[src/rtl/imem_arb_pkg.sv]
`default_nettype none
// ============================================================================
// Module      : imem_arb_pkg
// Description : Shared types and helpers for the instruction-memory arbiter.
// Revision    : 1.0 - initial release
// ============================================================================
package imem_arb_pkg;

  // Ownership of the single outstanding response slot
  typedef enum logic [1:0] {
    IDLE  = 2'd0,
    RSP_F = 2'd1,
    RSP_D = 2'd2
  } state_e;

  // Which requester is granted the memory this cycle
  typedef enum logic [1:0] {
    GNT_NONE = 2'd0,
    GNT_F    = 2'd1,
    GNT_D    = 2'd2
  } gnt_e;

  // A byte address is usable only when word aligned and inside the memory.
  // Callers zero-extend their address to 64 bits.
  function automatic logic addr_legal(input logic [63:0] byte_addr,
                                      input int unsigned mem_words);
    return (byte_addr[1:0] == 2'b00) && ((byte_addr >> 2) < {32'd0, mem_words});
  endfunction

endpackage
`default_nettype wire

[src/rtl/imem_arbiter_if.sv]
`default_nettype none
// ============================================================================
// Module      : imem_arbiter_if
// Description : Request/response handshakes of ports F and D plus the
//               instruction-memory bus, bundled for the arbiter.
// Revision    : 1.0 - initial release
// ============================================================================
interface imem_arbiter_if #(
  parameter int DATA_WIDTH = 32,
  parameter int ADDR_WIDTH = 32
);
  logic                  f_req_valid;
  logic                  f_req_ready;
  logic [ADDR_WIDTH-1:0] f_req_addr;
  logic                  f_rsp_valid;
  logic                  f_rsp_ready;
  logic [DATA_WIDTH-1:0] f_rsp_data;
  logic                  f_rsp_err;

  logic                  d_req_valid;
  logic                  d_req_ready;
  logic                  d_req_we;
  logic [ADDR_WIDTH-1:0] d_req_addr;
  logic [DATA_WIDTH-1:0] d_req_wdata;
  logic                  d_rsp_valid;
  logic                  d_rsp_ready;
  logic [DATA_WIDTH-1:0] d_rsp_data;
  logic                  d_rsp_err;

  logic [ADDR_WIDTH-1:0] mem_addr;
  logic                  mem_we;
  logic [DATA_WIDTH-1:0] mem_wdata;
  logic [DATA_WIDTH-1:0] mem_rdata;

  // Arbiter view
  modport slave (
    input  f_req_valid, f_req_addr, f_rsp_ready,
    input  d_req_valid, d_req_we, d_req_addr, d_req_wdata, d_rsp_ready,
    input  mem_rdata,
    output f_req_ready, f_rsp_valid, f_rsp_data, f_rsp_err,
    output d_req_ready, d_rsp_valid, d_rsp_data, d_rsp_err,
    output mem_addr, mem_we, mem_wdata
  );

  // Requesters and memory view
  modport master (
    output f_req_valid, f_req_addr, f_rsp_ready,
    output d_req_valid, d_req_we, d_req_addr, d_req_wdata, d_rsp_ready,
    output mem_rdata,
    input  f_req_ready, f_rsp_valid, f_rsp_data, f_rsp_err,
    input  d_req_ready, d_rsp_valid, d_rsp_data, d_rsp_err,
    input  mem_addr, mem_we, mem_wdata
  );
endinterface
`default_nettype wire

[src/rtl/imem_arb_pick.sv]
`default_nettype none
// ============================================================================
// Module      : imem_arb_pick
// Description : Combinational grant selection. F has fixed priority unless D
//               has waited STARVE_LIMIT consecutive F grants.
// Revision    : 1.0 - initial release
// ============================================================================
module imem_arb_pick
  import imem_arb_pkg::*;
#(
  parameter int STARVE_LIMIT = 4,
  parameter int CNT_W        = 3
) (
  input  logic             f_valid_i,
  input  logic             d_valid_i,
  input  logic             free_i,
  input  logic [CNT_W-1:0] starve_cnt_i,
  output gnt_e             gnt_o
);

  // Priority select, only when the response slot is free
  always_comb begin
    gnt_o = GNT_NONE;
    if (free_i) begin
      if (d_valid_i && (starve_cnt_i == CNT_W'(STARVE_LIMIT))) begin
        gnt_o = GNT_D;
      end else if (f_valid_i) begin
        gnt_o = GNT_F;
      end else if (d_valid_i) begin
        gnt_o = GNT_D;
      end
    end
  end

endmodule
`default_nettype wire

[src/rtl/imem_arbiter.sv]
`default_nettype none
// ============================================================================
// Module      : imem_arbiter
// Description : Shares one word-addressed instruction memory between the
//               fetch port (F) and the debug/loader port (D). One access is
//               outstanding at a time; the read data is registered into a
//               single response slot owned by the granted port.
// Revision    : 1.0 - initial release
// ============================================================================
module imem_arbiter
  import imem_arb_pkg::*;
#(
  parameter int DATA_WIDTH   = 32,
  parameter int ADDR_WIDTH   = 32,
  parameter int MEM_SIZE     = 512,
  parameter int STARVE_LIMIT = 4
) (
  input  logic          clk,
  input  logic          rst,
  imem_arbiter_if.slave bus
);

  localparam int CNT_W = $clog2(STARVE_LIMIT + 1);

  state_e                state_q, state_d;
  gnt_e                  gnt;
  logic [CNT_W-1:0]      starve_q, starve_d;
  logic [DATA_WIDTH-1:0] rsp_data_q, rsp_data_d;
  logic                  rsp_err_q, rsp_err_d;
  logic                  free;
  logic                  accept;
  logic                  legal;
  logic                  is_write;
  logic [ADDR_WIDTH-1:0] gnt_addr;

  // The slot frees up in the same cycle the owner takes its response,
  // which is what gives one access per cycle throughput.
  assign free = (state_q == IDLE)
              | ((state_q == RSP_F) & bus.f_rsp_ready)
              | ((state_q == RSP_D) & bus.d_rsp_ready);

  imem_arb_pick #(
    .STARVE_LIMIT (STARVE_LIMIT),
    .CNT_W        (CNT_W)
  ) u_pick (
    .f_valid_i    (bus.f_req_valid),
    .d_valid_i    (bus.d_req_valid),
    .free_i       (free),
    .starve_cnt_i (starve_q),
    .gnt_o        (gnt)
  );

  // Reset also masks the combinational outputs so every output reads 0
  // while rst is high, even with requests pending.
  assign accept   = (gnt != GNT_NONE) && !rst;
  assign gnt_addr = (gnt == GNT_D) ? bus.d_req_addr : bus.f_req_addr;
  assign legal    = addr_legal(64'(gnt_addr), MEM_SIZE);
  assign is_write = (gnt == GNT_D) && bus.d_req_we;

  assign bus.f_req_ready = (gnt == GNT_F) && !rst;
  assign bus.d_req_ready = (gnt == GNT_D) && !rst;

  assign bus.f_rsp_valid = (state_q == RSP_F);
  assign bus.f_rsp_data  = (state_q == RSP_F) ? rsp_data_q : '0;
  assign bus.f_rsp_err   = (state_q == RSP_F) && rsp_err_q;
  assign bus.d_rsp_valid = (state_q == RSP_D);
  assign bus.d_rsp_data  = (state_q == RSP_D) ? rsp_data_q : '0;
  assign bus.d_rsp_err   = (state_q == RSP_D) && rsp_err_q;

  // Next state, memory drive and response capture for the accept cycle
  always_comb begin
    state_d       = state_q;
    rsp_data_d    = rsp_data_q;
    rsp_err_d     = rsp_err_q;
    bus.mem_addr  = '0;
    bus.mem_we    = 1'b0;
    bus.mem_wdata = '0;
    if (accept) begin
      bus.mem_addr  = gnt_addr;
      bus.mem_wdata = bus.d_req_wdata;
      bus.mem_we    = is_write && legal;
      rsp_data_d    = (legal && !is_write) ? bus.mem_rdata : '0;
      rsp_err_d     = !legal;
      state_d       = (gnt == GNT_D) ? RSP_D : RSP_F;
    end else if (free) begin
      state_d = IDLE;
    end
  end

  // Count consecutive F grants that D has watched go by
  always_comb begin
    starve_d = starve_q;
    if (!bus.d_req_valid || (gnt == GNT_D)) begin
      starve_d = '0;
    end else if ((gnt == GNT_F) && (starve_q != CNT_W'(STARVE_LIMIT))) begin
      starve_d = starve_q + 1'b1;
    end
  end

  // State, response slot and starvation counter registers
  always_ff @(posedge clk or posedge rst) begin
    if (rst) begin
      state_q    <= IDLE;
      starve_q   <= '0;
      rsp_data_q <= '0;
      rsp_err_q  <= 1'b0;
    end else begin
      state_q    <= state_d;
      starve_q   <= starve_d;
      rsp_data_q <= rsp_data_d;
      rsp_err_q  <= rsp_err_d;
    end
  end

endmodule
`default_nettype wire

[src/flat_wrapper.sv]
// flat-port wrapper written by rule: the top's interface ports become plain ports
module imem_arbiter_flat import imem_arb_pkg::*;
#(
  parameter int DATA_WIDTH   = 32,
  parameter int ADDR_WIDTH   = 32,
  parameter int MEM_SIZE     = 512,
  parameter int STARVE_LIMIT = 4
)
  (clk, rst, bus_f_req_valid, bus_f_req_addr, bus_f_rsp_ready, bus_d_req_valid, bus_d_req_we, bus_d_req_addr, bus_d_req_wdata, bus_d_rsp_ready, bus_mem_rdata, bus_f_req_ready, bus_f_rsp_valid, bus_f_rsp_data, bus_f_rsp_err, bus_d_req_ready, bus_d_rsp_valid, bus_d_rsp_data, bus_d_rsp_err, bus_mem_addr, bus_mem_we, bus_mem_wdata);
  imem_arbiter_if #(.DATA_WIDTH(DATA_WIDTH), .ADDR_WIDTH(ADDR_WIDTH)) bus_i ();
  input  logic clk;
  input  logic rst;
  input wire logic [$bits(bus_i.f_req_valid)-1:0] bus_f_req_valid;
  input wire logic [$bits(bus_i.f_req_addr)-1:0] bus_f_req_addr;
  input wire logic [$bits(bus_i.f_rsp_ready)-1:0] bus_f_rsp_ready;
  input wire logic [$bits(bus_i.d_req_valid)-1:0] bus_d_req_valid;
  input wire logic [$bits(bus_i.d_req_we)-1:0] bus_d_req_we;
  input wire logic [$bits(bus_i.d_req_addr)-1:0] bus_d_req_addr;
  input wire logic [$bits(bus_i.d_req_wdata)-1:0] bus_d_req_wdata;
  input wire logic [$bits(bus_i.d_rsp_ready)-1:0] bus_d_rsp_ready;
  input wire logic [$bits(bus_i.mem_rdata)-1:0] bus_mem_rdata;
  output wire logic [$bits(bus_i.f_req_ready)-1:0] bus_f_req_ready;
  output wire logic [$bits(bus_i.f_rsp_valid)-1:0] bus_f_rsp_valid;
  output wire logic [$bits(bus_i.f_rsp_data)-1:0] bus_f_rsp_data;
  output wire logic [$bits(bus_i.f_rsp_err)-1:0] bus_f_rsp_err;
  output wire logic [$bits(bus_i.d_req_ready)-1:0] bus_d_req_ready;
  output wire logic [$bits(bus_i.d_rsp_valid)-1:0] bus_d_rsp_valid;
  output wire logic [$bits(bus_i.d_rsp_data)-1:0] bus_d_rsp_data;
  output wire logic [$bits(bus_i.d_rsp_err)-1:0] bus_d_rsp_err;
  output wire logic [$bits(bus_i.mem_addr)-1:0] bus_mem_addr;
  output wire logic [$bits(bus_i.mem_we)-1:0] bus_mem_we;
  output wire logic [$bits(bus_i.mem_wdata)-1:0] bus_mem_wdata;
  assign bus_i.f_req_valid = bus_f_req_valid;
  assign bus_i.f_req_addr = bus_f_req_addr;
  assign bus_i.f_rsp_ready = bus_f_rsp_ready;
  assign bus_i.d_req_valid = bus_d_req_valid;
  assign bus_i.d_req_we = bus_d_req_we;
  assign bus_i.d_req_addr = bus_d_req_addr;
  assign bus_i.d_req_wdata = bus_d_req_wdata;
  assign bus_i.d_rsp_ready = bus_d_rsp_ready;
  assign bus_i.mem_rdata = bus_mem_rdata;
  assign bus_f_req_ready = bus_i.f_req_ready;
  assign bus_f_rsp_valid = bus_i.f_rsp_valid;
  assign bus_f_rsp_data = bus_i.f_rsp_data;
  assign bus_f_rsp_err = bus_i.f_rsp_err;
  assign bus_d_req_ready = bus_i.d_req_ready;
  assign bus_d_rsp_valid = bus_i.d_rsp_valid;
  assign bus_d_rsp_data = bus_i.d_rsp_data;
  assign bus_d_rsp_err = bus_i.d_rsp_err;
  assign bus_mem_addr = bus_i.mem_addr;
  assign bus_mem_we = bus_i.mem_we;
  assign bus_mem_wdata = bus_i.mem_wdata;
  imem_arbiter #(.DATA_WIDTH(DATA_WIDTH), .ADDR_WIDTH(ADDR_WIDTH), .MEM_SIZE(MEM_SIZE), .STARVE_LIMIT(STARVE_LIMIT)) u_core (.clk(clk), .rst(rst), .bus(bus_i));
endmodule
[config.mk]
export PLATFORM = sky130hd
export DESIGN_NAME = imem_arbiter_flat
export DESIGN_NICKNAME = d
export VERILOG_FILES = /design/src/rtl/imem_arb_pkg.sv /design/src/rtl/imem_arbiter_if.sv /design/src/rtl/imem_arb_pick.sv /design/src/rtl/imem_arbiter.sv /design/src/flat_wrapper.sv
export SDC_FILE = /design/constraint.sdc
export NUM_CORES = 1
export LEC_CHECK = 0
export CAP_MARGIN = 20
export CORE_MARGIN = 2
export CORE_UTILIZATION = 28
export CTS_CLUSTER_DIAMETER = 50
export DETAILED_ROUTE_END_ITERATION = 6
export PLACE_DENSITY = 0.83
export SYNTH_ARGS = -nofsm -noshare
export SYNTH_HDL_FRONTEND = slang
export SYNTH_HIERARCHICAL = 1
export SYNTH_SLANG_ARGS = --single-unit
[constraint.sdc]
create_clock -name clk -period 2.8 [get_ports clk]
set_clock_uncertainty 0.15 [all_clocks]
set_input_delay 0.42 -clock clk [delete_from_list [all_inputs] [get_ports clk]]
set_output_delay 0.42 -clock clk [all_outputs]
set_load 0.01 [all_outputs]
== Yosys cells after proc, flatten, opt, wreduce, memory -nomap -nowiden ==
Index checks and enable logic that the tools add are counted.
Word-level totals
  output and inout port bits: 135
  register bits: 38
  bits of input ports: 135
Cells by class
  add/subtract/negate cells: 1
  equality and inequality tests: 6
  mux-type cells: 16
  bitwise logic cells: 4
  reductions and logical operators: 21
  magnitude comparators: 1
Operator list (count)
  32-bit two-way mux: 6
  30-bit by 10-bit less-than comparator with 1-bit output, second input constant: 1
  2-bit two-way mux: 7
  1-bit logical AND: 11
  3-bit two-way mux: 2
  2-bit nonzero test: 3
  2-bit by 1-bit equality test with 1-bit output, second input constant: 2
  2-bit equality test, second input constant: 2
  1-bit zero test: 4
  2-bit zero test: 2
  3-bit by 1-bit adder with 3-bit output, second input constant: 1
  3-bit equality test, second input constant: 1
  3-bit inequality test, second input constant: 1
  1-bit bitwise AND: 2
  1-bit bitwise OR: 2
  1-bit logical OR: 1
  1-bit two-way mux: 1

== Logic depth before layout (Yosys ltp) ==
Gate-level depths: netlist (run 1).
  depth in word-level cells: 11
  gate-level depth with buffers: 12
  gate-level depth less buffers: 9

== By module ==
Netlist (run 1), hierarchy kept.
Modules (own cells, without submodules)
  imem_arbiter: area an instance 2982.9 sq um, sequential area each 950.9 sq um, cells an instance 383, times used 1
  imem_arb_pick: area an instance 31.3 sq um, sequential area each 0.0 sq um, cells an instance 5, times used 1

== Worst setup path before layout (run 1) ==
Ideal clock, no wire load.
  path kind: input to output
  start: in rst
  end: out bus_mem_addr[11]
  data required time: 2.230 ns
  stages: 5
  arrival: 2.288 ns
  slack: -0.058 ns
  cell sequence: inv_1 > o21ai_1 > clkbuf_1 > clkbuf_1 > a21oi_1
On the way
  cells in the longest elaborated chain, start to end: 3
Ends and longest elaborated chain
  start, declared: RTL line flat_wrapper.sv:12  | input logic rst;
  1-bit zero test: RTL line imem_arbiter.sv:55  | assign accept = (gnt != GNT_NONE) && !rst;
  1-bit logical AND: RTL line imem_arbiter.sv:55
  32-bit two-way mux: RTL line imem_arbiter.sv:78  | if (accept) begin
  end, declared: RTL line flat_wrapper.sv:30  | output wire logic [$bits(bus_i.mem_addr)-1:0] bus_mem_addr;
No other way between the ends.

== Final worst setup path (run 1) ==
  start: reg u_core.state_q[1]
  end: out bus_mem_addr[29]
On the way
  cells in the longest elaborated chain, start to end: 8
  elaborated cells between the ends (all ways): 13
  those cells by class: eq/ne: 3; mux: 3; bitwise: 4; reduce/logical: 3
Ends and longest elaborated chain
  start, declared: RTL line imem_arbiter.sv:25  | state_e state_q, state_d;
  start signal, assigned: RTL line imem_arbiter.sv:108  | state_q <= state_d;
  2-bit by 1-bit equality test with 1-bit output: RTL line imem_arbiter.sv:39  | | ((state_q == RSP_F) & bus.f_rsp_ready)
  1-bit bitwise AND: RTL line imem_arbiter.sv:39
  1-bit bitwise OR: RTL line imem_arbiter.sv:39
  1-bit bitwise OR (*): RTL line imem_arbiter.sv:40  | | ((state_q == RSP_D) & bus.d_rsp_ready);
  named net u_core.free: RTL line imem_arbiter.sv:30  | logic free;
  2-bit two-way mux (*): RTL line imem_arb_pick.sv:24  | if (free_i) begin
  named net u_core.gnt[1]: RTL line imem_arbiter.sv:26  | gnt_e gnt;
  2-bit equality test / 2-bit nonzero test (equally long branches): RTL line imem_arbiter.sv:56, imem_arbiter.sv:55
  32-bit two-way mux / 1-bit logical AND (equally long branches): RTL line imem_arbiter.sv:56, imem_arbiter.sv:55
  32-bit two-way mux (*): RTL line imem_arbiter.sv:78
The timed path passes the listed nets; every way through them passes the cells marked *.

==> summary.md, run 1 <==
| Metric | Value |
|---|---|
| Post-layout min period | `2.92 ns` |
| Placed Instances | `795` |
| H-tree depth | `2` |
| Status | `finished, violations left` |
| #FFs+latches synth | `38` |
| Sink Count | `38` |
| Top cells by area, synth | `dfrtp_1 (32%), and2_1 (27%), a31o_1 (9.3%)` |
| Post-DP HPWL | `10.1 mm` |
| Share of cells above drive strength 1 | `29.7%` |
| Final hold violation count | `0` |
| WL per Instance | `17.6 um` |
| Clock tree from TritonCTS | `done` |
| Combinational fraction of design power | `43.8%` |
| Reg-to-Reg Start | `u_core/state_q[1]` |
| Clock Latency Late Sink | `0.28 ns` |
| GRT Overall Usage | `23.5%` |
| Tcrit/Tclk final | `104%` |
| Count leader, synth | `and2_1` |
| Synth warn | `6` |
| Worst Setup SP | `u_core/state_q[1]` |
| Place WS | `-0.587 ns` |
| Largest net degree at the start of global routing | `39` |
| Type of the most critical hold path | `reg -> reg` |
| Clock root cell | `clkbuf_8` |
| Hold WS | `0.437 ns` |
| Vias | `4116` |
| Top cells by count, synth | `and2_1 (130), nand2_1 (52), dfrtp_1 (38)` |
| Required time worst endpoint | `2.23 ns` |
| Synth cell types | `33` |
| Routed Wire Length | `14.7 mm` |
| Number of synthesized flops with an enable pin | `0` |
| Final-report max-slew violation count | `0` |
| Crit path arrival time | `2.35 ns` |
| Worst VDD drop | `0.194 mV` |
| Clock-pin slew on the worst setup and hold paths | `0.07 ns` |
| DR iter-0 viols | `191` |
| Slew margin rel. | `56.0%` |
| Sw frac | `31.5%` |
| # IOs | `270` |
| Nets | `834` |
| Grt ovf | `0` |
| Clock power frac | `23.0%` |
| Power share of the sequential group | `33.2%` |
| Die X | `108 um` |
| DRC | `0` |
| Switching Power | `527 uW` |
| Port buffer count | `269` |
| Vias/cell | `4.94` |
| Vias in the first global route | `4257` |
| Worst Path Class, Setup | `reg -> out` |
| Pre-antenna DRT Iters | `4` |
| GP Congestion | `0.842` |
| RSZ-0062 raised after global routing | `yes` |
| Area grow syn2layout | `117%` |
| Final setup margin | `-0.121 ns` |
| Finished Core Util | `63.2%` |
| Max-Cap Viols | `0` |
| Failing checks | `setup timing` |
| Setup-failing EPs final | `46` |
| Total power | `1680 uW` |
| Startpoint Class | `flip-flop` |
| Cts bufs inserted | `5` |
| Asr flop ratio synth | `100%` |
| FMAX | `342 MHz` |
| Die ar. | `11600 um2` |
| Predominant post-synthesis flop cell | `dfrtp_1` |
| Initial antenna violation count | `0` |
| Core Area | `10400 um2` |
| Cell Int Power | `1150 uW` |
| Worst hold start | `u_core/rsp_data_q[20]` |
| DRT antenna net count | `0` |
| Worst slew pin tran | `0.654 ns` |
| CTS Buffer Depth | `2` |
| Post-synth top area cell | `dfrtp_1` |
| Element type at the critical path end | `output port` |
| Power density cells | `256 nW/um2` |
| Part of the Yosys area used for sequential elements | `31.5%` |
| FP Rows | `37` |
| Leakage power | `0.00301 uW` |
| Mapped cell area | `3010 um2` |
| First-pass GRT wire length | `21.7 mm` |
| Hold_buf cts | `0` |
| Top cell type's share of synthesized area | `31.5%` |
| Die H | `108 um` |
| Post-Layout Cell Count | `834` |
| Worst-path maximum fanout | `7` |
| # diodes | `0` |
| Synth Instances | `388` |
| Mean Syn Cell Area | `7.77 um2` |
| Initial core utilization | `29.1%` |
| Syn nets | `525` |
[power groups by stage]
stage / Clock (uW) / Sequential, uW / Combinational (uW)
6_report: 386 / 557 / 734
5_1_grt: 429 / 558 / 782
4_1_cts: 402 / 557 / 665
3_5_place_dp: 0 / 568 / 621
3_3_place_gp: 0 / 567 / 608
2_1_floorplan: 0 / 568 / 206
[registers in the layout (all words and copies together), names as in the netlist]
register	count
u_core/rsp_data_q	32
u_core/starve_q	3
u_core/state_q	2
u_core/rsp_err_q	1
[worst max-delay path: stages, from the launching register on]
cell and delay [ns]:
dfrtp_1 0.42, nand2b_4 0.16, a22oi_2 0.22, nand2_1 0.13, a21oi_4 0.14, buf_6 0.12, nor2b_4 0.18, buf_6 0.14
buf_12 0.12, buf_6 0.10, nand2_1 0.06, a21oi_2 0.12, buf_2 0.15
[what timing repair did]
item | in CTS | in global routing
endpoints found under the setup margin | 99 | 82
setup buffers | 18 | 8
resized for setup | 269 | 83
cloned | 5 | 1
pin swaps | 10 | 46
[cell type report]
| class | instances | area (um2) |
|---|---|---|
| fillers | 867 | 3820 |
| repair buffers | 332 | 3050 |
| multi-input cells | 314 | 2260 |
| flip-flops and latches | 38 | 951 |
| well taps | 136 | 170 |
| clock buffers | 6 | 82.6 |
| inverters | 6 | 26.3 |
| clock inverters | 2 | 12.5 |
[logic make-up after synthesis]
logic type               Yosys count  synth area share (%)
flip-flops                        38                  31.5
AND/OR/NAND/NOR                  229                  42.9
adder cells (fa/ha/maj)            2                 0.830
AO/OA/AOI/OAI                     81                  19.1
buffers and inverters             38                  5.60
[metrics by stage]
| stage | cell area (um2) | TNS (ns) |
|---|---|---|
| final | 6550 | -1.25 |
| after global routing | 6550 | -8.15 |
| after global placement | 6040 | -48.64 |
| after detailed placement | 6040 | -51.07 |
| after CTS | 6270 | -1.02 |
| after floorplan | 3020 | 0 |
[layout by cell type, fill, tap and decap left out, types with 6 or more instances in the layout]
cell type        synthesis  layout
clkdlybuf4s50_1          0     200
and2_1                 130     130
buf_2                    3      56
buf_4                    0      43
dfrtp_1                 38      38
nand2_1                 52      35
a31o_1                  32      32
a21oi_2                  0      22
nand2_4                  0      15
nor2_1                  14      11
buf_12                   0      10
nor4_1                   9       9
a22oi_2                  0       9
clkbuf_2                 0       8
buf_6                    3       8
clkbuf_8                 0       6
[routing by layer]
| metal | track usage (%) | up-vias | wire, um |
|---|---|---|---|
| met5 | 0 | - | 0 |
| met4 | 7.42 | 0 | 333 |
| met3 | 4.42 | 26 | 1020 |
| met2 | 43.8 | 218 | 7600 |
| met1 | 26.9 | 1943 | 5690 |
| li1 | - | 1929 | - |
[worst paths after layout]
kind                                         end  slack, ns  cells past startpoint
max in group asynchronous  u_core/rsp_data_q[30]       1.27                      3
hold reg to reg            u_core/rsp_data_q[20]       0.44                      2
min in group asynchronous     u_core/starve_q[2]       0.88                      3
hold / removal             u_core/rsp_data_q[20]       0.44                      2
setup / recovery                bus_mem_addr[29]      -0.12                     12
setup reg to reg            u_core/rsp_data_q[4]       0.12                     12
Note: power is estimated with default switching activity, not from simulation.
==> run 2: changes to the inputs <==
--- a/config.mk
+++ b/config.mk
@@ -6,11 +6,12 @@
 export NUM_CORES = 1
 export LEC_CHECK = 0
 export CAP_MARGIN = 20
-export CORE_MARGIN = 2
-export CORE_UTILIZATION = 28
+export CORE_AREA = 2 2 103 105
 export CTS_CLUSTER_DIAMETER = 50
 export DETAILED_ROUTE_END_ITERATION = 6
-export PLACE_DENSITY = 0.83
+export DIE_AREA = 0 0 105 107
+export GPL_TIMING_DRIVEN = 0
+export PLACE_DENSITY = 0.86
 export SYNTH_ARGS = -nofsm -noshare
 export SYNTH_HDL_FRONTEND = slang
 export SYNTH_HIERARCHICAL = 1
==> run 2 against run 1 <==
Against the previous run:
- the run still ends with setup timing left
- utilization increased by 4.5 points
- die area decreased by 3.2%
- combinational power rose by 10%
- critical endpoint is now bus_mem_we
- sequential share of layout area is 0.57 points lower
- flip-flop and latch count unchanged
==> summary.md, run 2 (synthesis gave the netlist of run 1 again) <==
| Metric | Value |
|---|---|
| Status | `finished, violations left` |
| Failing checks | `setup timing` |
| GP Congestion | `0.881 (+4.6%)` |
| Commonest non-fill, non-tap cell in the layout | `clkdlybuf4s50_1` |
| Worst slew pin tran | `0.958 ns (+0.304 ns)` |
| DRC | `0 (unchanged)` |
| Reg2Reg Depth | `11 (-1)` |
| Met2 Track Usage GR | `45.6% (+1.9 points)` |
| Share of cells above drive strength 1 | `33.5% (+3.8 points)` |
| Slew margin rel. | `35.8% (-20 points)` |
| Setup TNS | `-1.41 ns (-0.160 ns)` |
| RSZ-0062 raised after global routing | `yes` |
| Setup-failing EPs final | `28 (-39%)` |
| Crit path cell chain | `or3b_4 > o211a_1 > buf_6 > nand2b_4 > buf_6 > nor2_4 > nand2_1 > nand2_1 > and4_4 > buf_6` |
| FMAX | `345 MHz (+0.76%)` |
| Die X | `105 um (-2.6%)` |
| CP top delay family | `simple AND/OR/NAND/NOR gates` |
| Clock Latency Late Sink | `0.28 ns (about the same)` |
| Critical path depth | `10 (-2)` |
| Hold_buf cts | `0 (unchanged)` |
| Clock tree from TritonCTS | `done` |
| Type of the most critical hold path | `in -> async` |
| Worst VDD drop | `0.156 mV (-20%)` |
| Initial antenna violation count | `0 (unchanged)` |
| Buf/Inv on CP | `3 (-2)` |
| Met3 Use GR | `4.26% (-0.16 points)` |
| Post-layout min period | `2.90 ns (-0.0221 ns)` |
| H-tree depth | `2 (unchanged)` |
| Critical Path Most Common Cell | `buf_6` |
| Required time worst endpoint | `2.23 ns (about the same)` |
| Sink Count | `38 (unchanged)` |
| Final-report max-slew violation count | `0 (unchanged)` |
| Max reg flops | `32 (unchanged)` |
| Port buffer count | `269 (unchanged)` |
| Area grow syn2layout | `127%` |
| Leakage power | `0.00313 uW (+4.1%)` |
| Slowest stage delay, CP | `0.41 ns (about the same)` |
| Power density cells | `257 nW/um2 (+0.48%)` |
| Die H | `107 um (-0.70%)` |
| Crit path arrival time | `2.33 ns (-0.02 ns)` |
| Post-DP HPWL | `11.1 mm (+9.0%)` |
| Startpoint Class | `flip-flop` |
| DR iter-0 viols | `155 (-19%)` |
| Global routing's busiest layer | `met2` |
| Nets | `844 (+1.2%)` |
| DRT antenna net count | `0 (unchanged)` |
| Tcrit/Tclk final | `104% (-0.79 points)` |
| Final hold violation count | `0 (unchanged)` |
| WL per Instance | `18.1 um (+2.9%)` |
| CTS Buffer Depth | `2 (unchanged)` |
| First-pass GRT wire length | `22.0 mm (+1.6%)` |
| Max-Cap Viols | `0 (unchanged)` |
| Place WS | `-2.03 ns (-1.45 ns)` |
| Final setup margin | `-0.0991 ns (+0.0221 ns)` |
| Pre-antenna DRT Iters | `4 (unchanged)` |
| Total power | `1760 uW (+4.8%)` |
| Die ar. | `11200 um2 (-3.2%)` |
| FP Rows | `37 (unchanged)` |
| Largest net degree at the start of global routing | `21 (-46%)` |
| Routed Wire Length | `15.3 mm (+4.1%)` |
| Max stage delay cell, worst path | `or3b_4` |
| Clock-pin slew on the worst setup and hold paths | `0.08 ns (about the same)` |
| Global Route met1 Usage | `28.2% (+1.3 points)` |
| GRT Overall Usage | `24.7% (+1.1 points)` |
| Cts bufs inserted | `5 (unchanged)` |
| Hold WS | `0.399 ns (-0.0384 ns)` |
| Vias | `4164 (+1.2%)` |
| Worst-path maximum fanout | `6 (-1)` |
| Biggest register | `u_core/rsp_data_q` |
| Core Area | `10100 um2 (-2.7%)` |
| Initial core utilization | `29.9% (+0.80 points)` |
| Most frequent cells in the layout | `clkdlybuf4s50_1 (199), and2_1 (101), buf_6 (43)` |
| # IOs | `270 (unchanged)` |
| Clock root cell | `clkbuf_8` |
| Vias/cell | `4.93 (about the same)` |
| Vias in the first global route | `4246 (-0.26%)` |
| Element type at the critical path end | `output port` |
| Largest registers | `u_core/rsp_data_q: 32 flops, u_core/starve_q: 3 flops, u_core/state_q: 2 flops` |
| Grt ovf | `0 (unchanged)` |
| # diodes | `0 (unchanged)` |
| Worst Path Class, Setup | `reg -> out` |
-- run 2: cell types whose count changed in the layout (fill, tap and decap cells not counted), sizes merged --
cell / change
clkdlybuf4s15: -1
clkbuf: +14
dlygate4sd2: +2
a21boi: -1
clkdlybuf4s50: -1
buf: -3
clkinvlp: +1
o21ai: -1
-- run 2: cell type report --
class                           count  area (um2)
Multi-Input combinational cell    312        2270
Clock buffer                        7        86.3
Timing Repair inverter              2        10.0
Inverter                            6        26.3
Clock inverter                      1        5.00
Tap cell                          136         170
Sequential cell                    38         952
Fill cell                         795        3260
Buffer                             30         360
Timing Repair Buffer              312        2950
-- run 2: metal layers --
metal / part of all wire (%) / wire, um
met5: 0 / 0
met1: 39 / 5890
met2: 52 / 8010
met4: 3.0 / 452
met3: 5.9 / 907
-- run 2: power breakdown --
group	leakage, uW	total (uW)	switching [uW]	internal [uW]
Clock	0.0000482	389	191	199
Sequential	0.000522	559	5.29	554
Combinational	0.00256	808	352	456
Total	0.00313	1760	548	1210
-- run 2: path summary, 6_finish.rpt --
path / slack, ns / from / to
min: 0.40 / rst / u_core/rsp_data_q[28]
min reg2reg: 0.44 / u_core/rsp_data_q[17] / u_core/rsp_data_q[17]
max: -0.1 / u_core/starve_q[0] / bus_mem_we
min in group clk: 0.44 / u_core/rsp_data_q[17] / u_core/rsp_data_q[17]
max in group asynchronous: 1.48 / rst / u_core/rsp_data_q[1]
max reg2reg: 0.13 / u_core/starve_q[0] / u_core/rsp_data_q[5]
-- run 2: timing repair --
item,CTS,global route
endpoints found under the setup margin,158,96
buffers inserted,27,8
pin swaps,19,67
cloned,8,3
resized for setup,363,133
-- run 2: metrics by stage --
stage	area, um2	util (%)	std cells
after CTS	6350	62.9	836
after global placement	5880	58.3	793
final	6830	67.7	844
after floorplan	3020	-	388
after global routing	6830	67.7	844
after detailed placement	5880	58.3	793
